[config.mk]
export PLATFORM = sky130hd
export DESIGN_NAME = keyexpansion_multi
export DESIGN_NICKNAME = d
export VERILOG_FILES = /design/src/rtl/keyexpansion_multi.sv
export SDC_FILE = /design/constraint.sdc
export NUM_CORES = 2
export LEC_CHECK = 0
export BUFFER_PORTS_ARGS = -buffer_cell sky130_fd_sc_hd__buf_4
export CAP_MARGIN = 20
export CORE_ASPECT_RATIO = 2
export CORE_MARGIN = 2
export CORE_UTILIZATION = 50
export DETAILED_ROUTE_END_ITERATION = 16
export GPL_TIMING_DRIVEN = 1
export PLACE_DENSITY_LB_ADDON = 0.1
export SLEW_MARGIN = 20
export SYNTH_ARGS = -nofsm -noshare
export SYNTH_HDL_FRONTEND = slang
export SYNTH_SLANG_ARGS = --single-unit
[constraint.sdc]
create_clock -name clk -period 28.3 [get_ports clk]
set_clock_uncertainty 0.1 [all_clocks]
set_input_delay 2.83 -clock clk [delete_from_list [all_inputs] [get_ports clk]]
set_output_delay 2.83 -clock clk [all_outputs]
set_load 0.02 [all_outputs]
[src/rtl/keyexpansion_multi.sv]
// AES key-schedule engine for 128/192/256-bit keys, selected per run.
// One schedule word per clock; the whole schedule is kept in a word store
// and served as 128-bit round keys through a registered read port.

// AES S-box computed as GF(2^8) inverse (x^254) followed by the affine map.
module sbox (
    input  logic [7:0] a,
    output logic [7:0] y
);

    function automatic logic [7:0] gf_mul(input logic [7:0] p, input logic [7:0] q);
        logic [7:0] acc;
        logic [7:0] sh;
        acc = 8'h00;
        sh  = p;
        for (int k = 0; k < 8; k++) begin
            if (q[k]) begin
                acc = acc ^ sh;
            end
            sh = {sh[6:0], 1'b0} ^ (sh[7] ? 8'h1B : 8'h00);
        end
        return acc;
    endfunction

    logic [7:0] w_x2;
    logic [7:0] w_x3;
    logic [7:0] w_x6;
    logic [7:0] w_x12;
    logic [7:0] w_x15;
    logic [7:0] w_x30;
    logic [7:0] w_x60;
    logic [7:0] w_x120;
    logic [7:0] w_x240;
    logic [7:0] w_inv;

    // Addition chain to x^254, which is the multiplicative inverse (0 maps to 0)
    always_comb begin
        w_x2   = gf_mul(a, a);
        w_x3   = gf_mul(w_x2, a);
        w_x6   = gf_mul(w_x3, w_x3);
        w_x12  = gf_mul(w_x6, w_x6);
        w_x15  = gf_mul(w_x12, w_x3);
        w_x30  = gf_mul(w_x15, w_x15);
        w_x60  = gf_mul(w_x30, w_x30);
        w_x120 = gf_mul(w_x60, w_x60);
        w_x240 = gf_mul(w_x120, w_x120);
        w_inv  = gf_mul(gf_mul(w_x240, w_x12), w_x2);
    end

    // Affine transform: b ^ rotl1 ^ rotl2 ^ rotl3 ^ rotl4 ^ 0x63
    assign y = w_inv
             ^ {w_inv[6:0], w_inv[7]}
             ^ {w_inv[5:0], w_inv[7:6]}
             ^ {w_inv[4:0], w_inv[7:5]}
             ^ {w_inv[3:0], w_inv[7:4]}
             ^ 8'h63;

endmodule

module keyexpansion_multi #(
    parameter int MAX_NK = 8
) (
    input  logic                  clk,
    input  logic                  rst,
    input  logic                  start,
    input  logic [1:0]            key_len,
    input  logic [32*MAX_NK-1:0]  key,
    output logic                  busy,
    output logic                  done,
    output logic                  ready,
    output logic                  err,
    input  logic [3:0]            rk_idx,
    output logic [127:0]          rk
);

    localparam int KW    = 32 * MAX_NK;
    localparam int DEPTH = 4 * (MAX_NK + 7);
    localparam int AW    = $clog2(DEPTH);

    typedef enum logic {
        S_IDLE,
        S_GEN
    } state_t;

    state_t         r_state;
    logic           r_busy;
    logic           r_done;
    logic           r_ready;
    logic           r_err;
    logic [7:0]     r_rcon;
    logic [3:0]     r_nk;
    logic [AW-1:0]  r_idx;
    logic [2:0]     r_mod;
    logic [127:0]   r_rk;

    // Full schedule store, and a sliding window of the last MAX_NK words.
    // The window is top-aligned: r_win[MAX_NK-1] is w[i-1] and
    // r_win[MAX_NK-Nk] is w[i-Nk].
    logic [31:0]    r_mem [DEPTH];
    logic [31:0]    r_win [MAX_NK];

    logic [3:0]     w_nk_in;
    logic           w_len_ok;
    logic [3:0]     w_off;
    logic [KW-1:0]  w_key_shift;
    logic [31:0]    w_key_word [MAX_NK];
    logic [31:0]    w_win_load [MAX_NK];
    logic           w_accept;

    logic [31:0]    w_prev;
    logic [31:0]    w_old;
    logic           w_rot_step;
    logic           w_sub_step;
    logic [31:0]    w_sub_in;
    logic [31:0]    w_sub_out;
    logic [31:0]    w_temp;
    logic [31:0]    w_new;
    logic [7:0]     w_rcon_next;
    logic           w_mod_wrap;
    logic [AW-1:0]  w_last_idx;
    logic           w_last;
    logic [AW-1:0]  w_rd_base;
    logic           w_rd_ok;

    // Decode key_len into Nk and reject codes this instance cannot hold
    always_comb begin
        w_nk_in  = 4'd4;
        w_len_ok = 1'b1;
        case (key_len)
            2'b00:   w_nk_in = 4'd4;
            2'b01:   w_nk_in = 4'd6;
            2'b10:   w_nk_in = 4'd8;
            default: begin
                w_nk_in  = 4'd4;
                w_len_ok = 1'b0;
            end
        endcase
        if (int'(w_nk_in) > MAX_NK) begin
            w_len_ok = 1'b0;
        end
    end

    assign w_accept = (r_state == S_IDLE) && start && !r_done && w_len_ok;

    // Shift the key so its Nk used words land at the top of the window
    assign w_off       = 4'(MAX_NK) - w_nk_in;
    assign w_key_shift = key >> {w_off, 5'b00000};

    genvar gi;
    generate
        for (gi = 0; gi < MAX_NK; gi++) begin : g_key
            assign w_key_word[gi] = key[KW-1-32*gi -: 32];
            assign w_win_load[gi] = w_key_shift[32*(MAX_NK-1-gi) +: 32];
        end
        for (gi = 0; gi < 4; gi++) begin : g_sbox
            sbox u_sbox (
                .a (w_sub_in[8*gi +: 8]),
                .y (w_sub_out[8*gi +: 8])
            );
        end
    endgenerate

    // Pick w[i-1] and w[i-Nk] out of the window, classify the step
    always_comb begin
        w_prev = r_win[MAX_NK-1];
        w_old  = r_win[0];
        for (int j = 0; j < MAX_NK; j++) begin
            if (j == MAX_NK - int'(r_nk)) begin
                w_old = r_win[j];
            end
        end
        w_rot_step = (r_mod == 3'd0);
        w_sub_step = (r_nk == 4'd8) && (r_mod == 3'd4);
    end

    assign w_sub_in = w_rot_step ? {w_prev[23:0], w_prev[31:24]} : w_prev;

    // Form temp and the new schedule word
    always_comb begin
        w_temp = w_prev;
        if (w_rot_step) begin
            w_temp = w_sub_out ^ {r_rcon, 24'h000000};
        end else if (w_sub_step) begin
            w_temp = w_sub_out;
        end
        w_new = w_old ^ w_temp;
    end

    assign w_rcon_next = {r_rcon[6:0], 1'b0} ^ (r_rcon[7] ? 8'h1B : 8'h00);
    assign w_mod_wrap  = (({1'b0, r_mod} + 4'd1) == r_nk);
    assign w_last_idx  = AW'({r_nk, 2'b00}) + AW'(27);
    assign w_last      = (r_idx == w_last_idx);

    // Control FSM with registered status outputs
    always_ff @(posedge clk) begin
        if (rst) begin
            r_state <= S_IDLE;
            r_busy  <= 1'b0;
            r_done  <= 1'b0;
            r_ready <= 1'b0;
            r_err   <= 1'b0;
            r_rcon  <= 8'h01;
            r_nk    <= 4'd4;
            r_idx   <= '0;
            r_mod   <= 3'd0;
        end else begin
            r_done <= 1'b0;
            r_err  <= 1'b0;
            case (r_state)
                S_IDLE: begin
                    // A start coinciding with the done pulse is dropped
                    if (start && !r_done) begin
                        if (!w_len_ok) begin
                            r_err <= 1'b1;
                        end else begin
                            r_nk    <= w_nk_in;
                            r_idx   <= AW'(w_nk_in);
                            r_mod   <= 3'd0;
                            r_rcon  <= 8'h01;
                            r_ready <= 1'b0;
                            r_busy  <= 1'b1;
                            r_state <= S_GEN;
                        end
                    end
                end
                S_GEN: begin
                    r_idx <= r_idx + AW'(1);
                    r_mod <= w_mod_wrap ? 3'd0 : r_mod + 3'd1;
                    if (w_rot_step) begin
                        r_rcon <= w_rcon_next;
                    end
                    if (w_last) begin
                        r_busy  <= 1'b0;
                        r_done  <= 1'b1;
                        r_ready <= 1'b1;
                        r_state <= S_IDLE;
                    end
                end
                default: r_state <= S_IDLE;
            endcase
        end
    end

    // Schedule storage and window: load the key on accept, append during GEN
    always_ff @(posedge clk) begin
        if (!rst && w_accept) begin
            for (int k = 0; k < MAX_NK; k++) begin
                r_win[k] <= w_win_load[k];
                if (k < int'(w_nk_in)) begin
                    r_mem[AW'(k)] <= w_key_word[k];
                end
            end
        end else if (r_state == S_GEN) begin
            for (int k = 0; k < MAX_NK - 1; k++) begin
                r_win[k] <= r_win[k+1];
            end
            r_win[MAX_NK-1] <= w_new;
            r_mem[r_idx]    <= w_new;
        end
    end

    assign w_rd_base = AW'({rk_idx, 2'b00});
    assign w_rd_ok   = r_ready && ({1'b0, rk_idx} <= ({1'b0, r_nk} + 5'd6));

    // Registered round-key read; zero when not ready or index beyond Nr
    always_ff @(posedge clk) begin
        if (rst) begin
            r_rk <= '0;
        end else if (w_rd_ok) begin
            r_rk <= {r_mem[w_rd_base],
                     r_mem[w_rd_base + AW'(1)],
                     r_mem[w_rd_base + AW'(2)],
                     r_mem[w_rd_base + AW'(3)]};
        end else begin
            r_rk <= '0;
        end
    end

    assign busy  = r_busy;
    assign done  = r_done;
    assign ready = r_ready;
    assign err   = r_err;
    assign rk    = r_rk;

endmodule

==> flow_metrics.env <==
export IMPL_status="complete, no violations"
export IMPL_crit_type="flip-flop to flip-flop"
export IMPL_rsz0062_at_grt="no"
export IMPL_drv_slew=0
export IMPL_grt_max_degree=128
export IMPL_hp_class="flip-flop to flip-flop"
export IMPL_numPortBuffers=396
export IMPL_die_area_um2=301400
export IMPL_synth_edf_count=2304
export IMPL_final_nets=11950
export IMPL_core_um2=295000
export IMPL_hp_start="r_rcon[6]"
export IMPL_ys_warn_count=0
export IMPL_critPathBufInv=7
export IMPL_initial_core_util=0.5030
export IMPL_multi_input_area_um2=73360
export IMPL_clock_sinks=2457
export IMPL_grt_pass1_vias=102100
export IMPL_layout_commonest_cell="edfxtp_1"
export IMPL_maxCapViolCount=0
export IMPL_vias=102600
export IMPL_numCtsBuffers=220
export IMPL_period_minus_slack_ps=26930
export IMPL_regToRegStartpoint="r_mod[0]"
export IMPL_cp_max_fo=88
export IMPL_htree_levels=4
export IMPL_postRouteAntennaNets=0
export IMPL_viasPerCell=6.503
export IMPL_slowest_stage="xor2_1"
export IMPL_synthCells=11380
export IMPL_critPathRequiredTime_ps=28750
export IMPL_final_period_utilization=0.9517
export IMPL_synth_cell_type_count=135
export IMPL_cts_hold_buf=0
export IMPL_grt_pass1_wl_um=756600
export IMPL_drt_initial_drc_count=11660
export IMPL_max_slew_worst_pin_slew_ps=1218
export IMPL_critPathTopFamily="XOR/XNOR gates"
export IMPL_clockBufferDepth=4
export IMPL_setup_viol=0
export IMPL_ctsResizeCount=0
export IMPL_synth_seq_cells=2457
export IMPL_synth_top_area_frac=0.4663
export IMPL_ff2ff_setup_slack_ps=1370
export IMPL_drt_wirelength_per_cell_um=34.20
export IMPL_cp_end_kind="flip-flop"
export IMPL_slowest_delay_ps=870
export IMPL_r2r_end="r_mem[62][8]"
export IMPL_avgSynthCellArea_um2=13.03
export IMPL_drive_above_1_share=0.2099
export IMPL_hpwlAfterDp_um=375200
export IMPL_grt_overflow=0
export IMPL_hold_viol=0
export IMPL_totalNegativeSetupSlack_ps=0
export IMPL_worstSkewPairLatency_ps=930
export IMPL_async_flop_share=0
export IMPL_regArea_um2=72250
export IMPL_critPathLaunchType="flip-flop"
export IMPL_cp_depth=70
export IMPL_crit_path_frequent_cell="xnor3_1"
export IMPL_layout_common_cells="edfxtp_1, xnor2_1, nand2_1"
export IMPL_synthTopCellsByArea="edfxtp_1, mux4_2, xnor2_1, xnor3_1, xor2_1"
export IMPL_timing_fmax_ghz=0.03713
export IMPL_routed_wl_um=539700
export IMPL_clk_pin_slew_ps=70
export IMPL_ys_seq_area_frac=0.4870
export IMPL_rr_worst_depth=70
export IMPL_dieWidth_um=389.2
export IMPL_endpoint="r_mem[62][8]"
export IMPL_dr_pass1_iters=6
export IMPL_crit_arrival_ps=27390
export IMPL_io_pins=397
export IMPL_slew_headroom=0.1865
export IMPL_drcViolationCount=0
export IMPL_netlist_area_um2=148400
export IMPL_synth_ff_type="edfxtp_1"
export IMPL_antenna_found_initial=118
export IMPL_cts_root_buf="clkbuf_16"
export IMPL_grt_total_usage=0.3518
export IMPL_std_cell_rows=282
export IMPL_fill_cells=23970
export IMPL_startpoint="r_mod[0]"
export IMPL_die_h_um=774.4
export IMPL_synth_top_area_cell="edfxtp_1"
export IMPL_cts_tree="yes"
export IMPL_syn_nets=11690
export IMPL_area_delta_synth_final_pct=11.15
export IMPL_post_cts_buffers=0
export IMPL_gp_congestion=0.9899
[worst min-delay path: stages, from the launching register on]
cell,delay [ps]
dfxtp_1,340
nand2_1,60
a21oi_1,50
[logic make-up after synthesis]
kind of cell,count (synthesis),synth area share
buffers and inverters,890,0.02515
and+or+nand+nor,2872,0.08946
xor gates and xnor gates,2089,0.1691
muxes,1236,0.1451
DFF,2457,0.4870
adders and majority gates,44,0.003694
AOI/OAI and AO/OA,1795,0.08053
[cell usage after synthesis, types with 26 or more instances]
| master | number |
|---|---|
| mux2_2 | 181 |
| xnor2_1 | 1134 |
| a211oi_1 | 134 |
| buf_2 | 110 |
| a21oi_1 | 378 |
| nand3_1 | 190 |
| nor3_1 | 157 |
| xor2_1 | 410 |
| nand4_1 | 47 |
| and2_1 | 70 |
| clkbuf_1 | 498 |
| ha_1 | 43 |
| edfxtp_1 | 2304 |
| nor2b_1 | 248 |
| nand2b_1 | 71 |
| dfxtp_1 | 153 |
| o21ai_0 | 370 |
| buf_1 | 101 |
| mux2i_1 | 330 |
| inv_2 | 26 |
| a22o_1 | 109 |
| o22ai_1 | 54 |
| mux4_2 | 706 |
| a21o_1 | 36 |
| or3_1 | 54 |
| buf_4 | 27 |
| xnor3_1 | 336 |
| a31oi_1 | 66 |
| a22oi_1 | 45 |
| xor2_2 | 33 |
| inv_1 | 100 |
| xnor2_2 | 103 |
| xor3_1 | 33 |
| and3_1 | 41 |
| nor2_1 | 925 |
| nand2_1 | 895 |
| o211ai_1 | 64 |
| o21ai_1 | 168 |
[state kept, by name, indices dropped and copies added, names as in the netlist]
name,flops
ready,1
r_rcon,8
r_idx,6
r_mod,3
rk,128
done,1
r_state,1
r_win,256
busy,1
r_mem,2048
err,1
r_nk,3
[worst min-delay path by stage]
stage / endpoint / cells past startpoint
after floorplan: r_rcon[7] / 2
after global placement: r_rcon[2] / 2
after detailed placement: r_rcon[2] / 2
after CTS: r_win[1][15] / 2
after global routing: r_rcon[2] / 2
final: r_rcon[7] / 2
[final cells by class]
type | count | share of cell area
clock buffer | 287 | 0.03715
sequential | 2457 | 0.4382
inverter | 133 | 0.003035
multi-input combinational | 8036 | 0.4449
timing repair buffer | 791 | 0.03702
antenna | 129 | 0.001958
clock inverter | 115 | 0.008718
tap | 3834 | 0.02909
[metal layers]
metal / part of all wire / track usage
met1: 0.33 / 0.3880
met2: 0.49 / 0.6009
met3: 0.090 / 0.07938
met4: 0.083 / 0.2457
met5: 0.0014 / 0
[stage by stage]
step	hold WS, ps	utilization	setup slack, ps	instances	instance area, um^2
3_5_place_dp	397.1	0.5321	1489	15250	156900
5_1_grt	427.7	0.5587	25.70	15740	164800
2_1_floorplan	356.9	-	5730	11380	148400
6_report	403.8	0.5590	1366	15780	164900
4_1_cts	401.5	0.5577	1406	15650	164500
3_3_place_gp	386.5	0.5320	1889	15250	156900
Power is left out: the tool's default activity adds up to more than one toggle a clock period on the data nets, which glitch-free logic cannot reach.
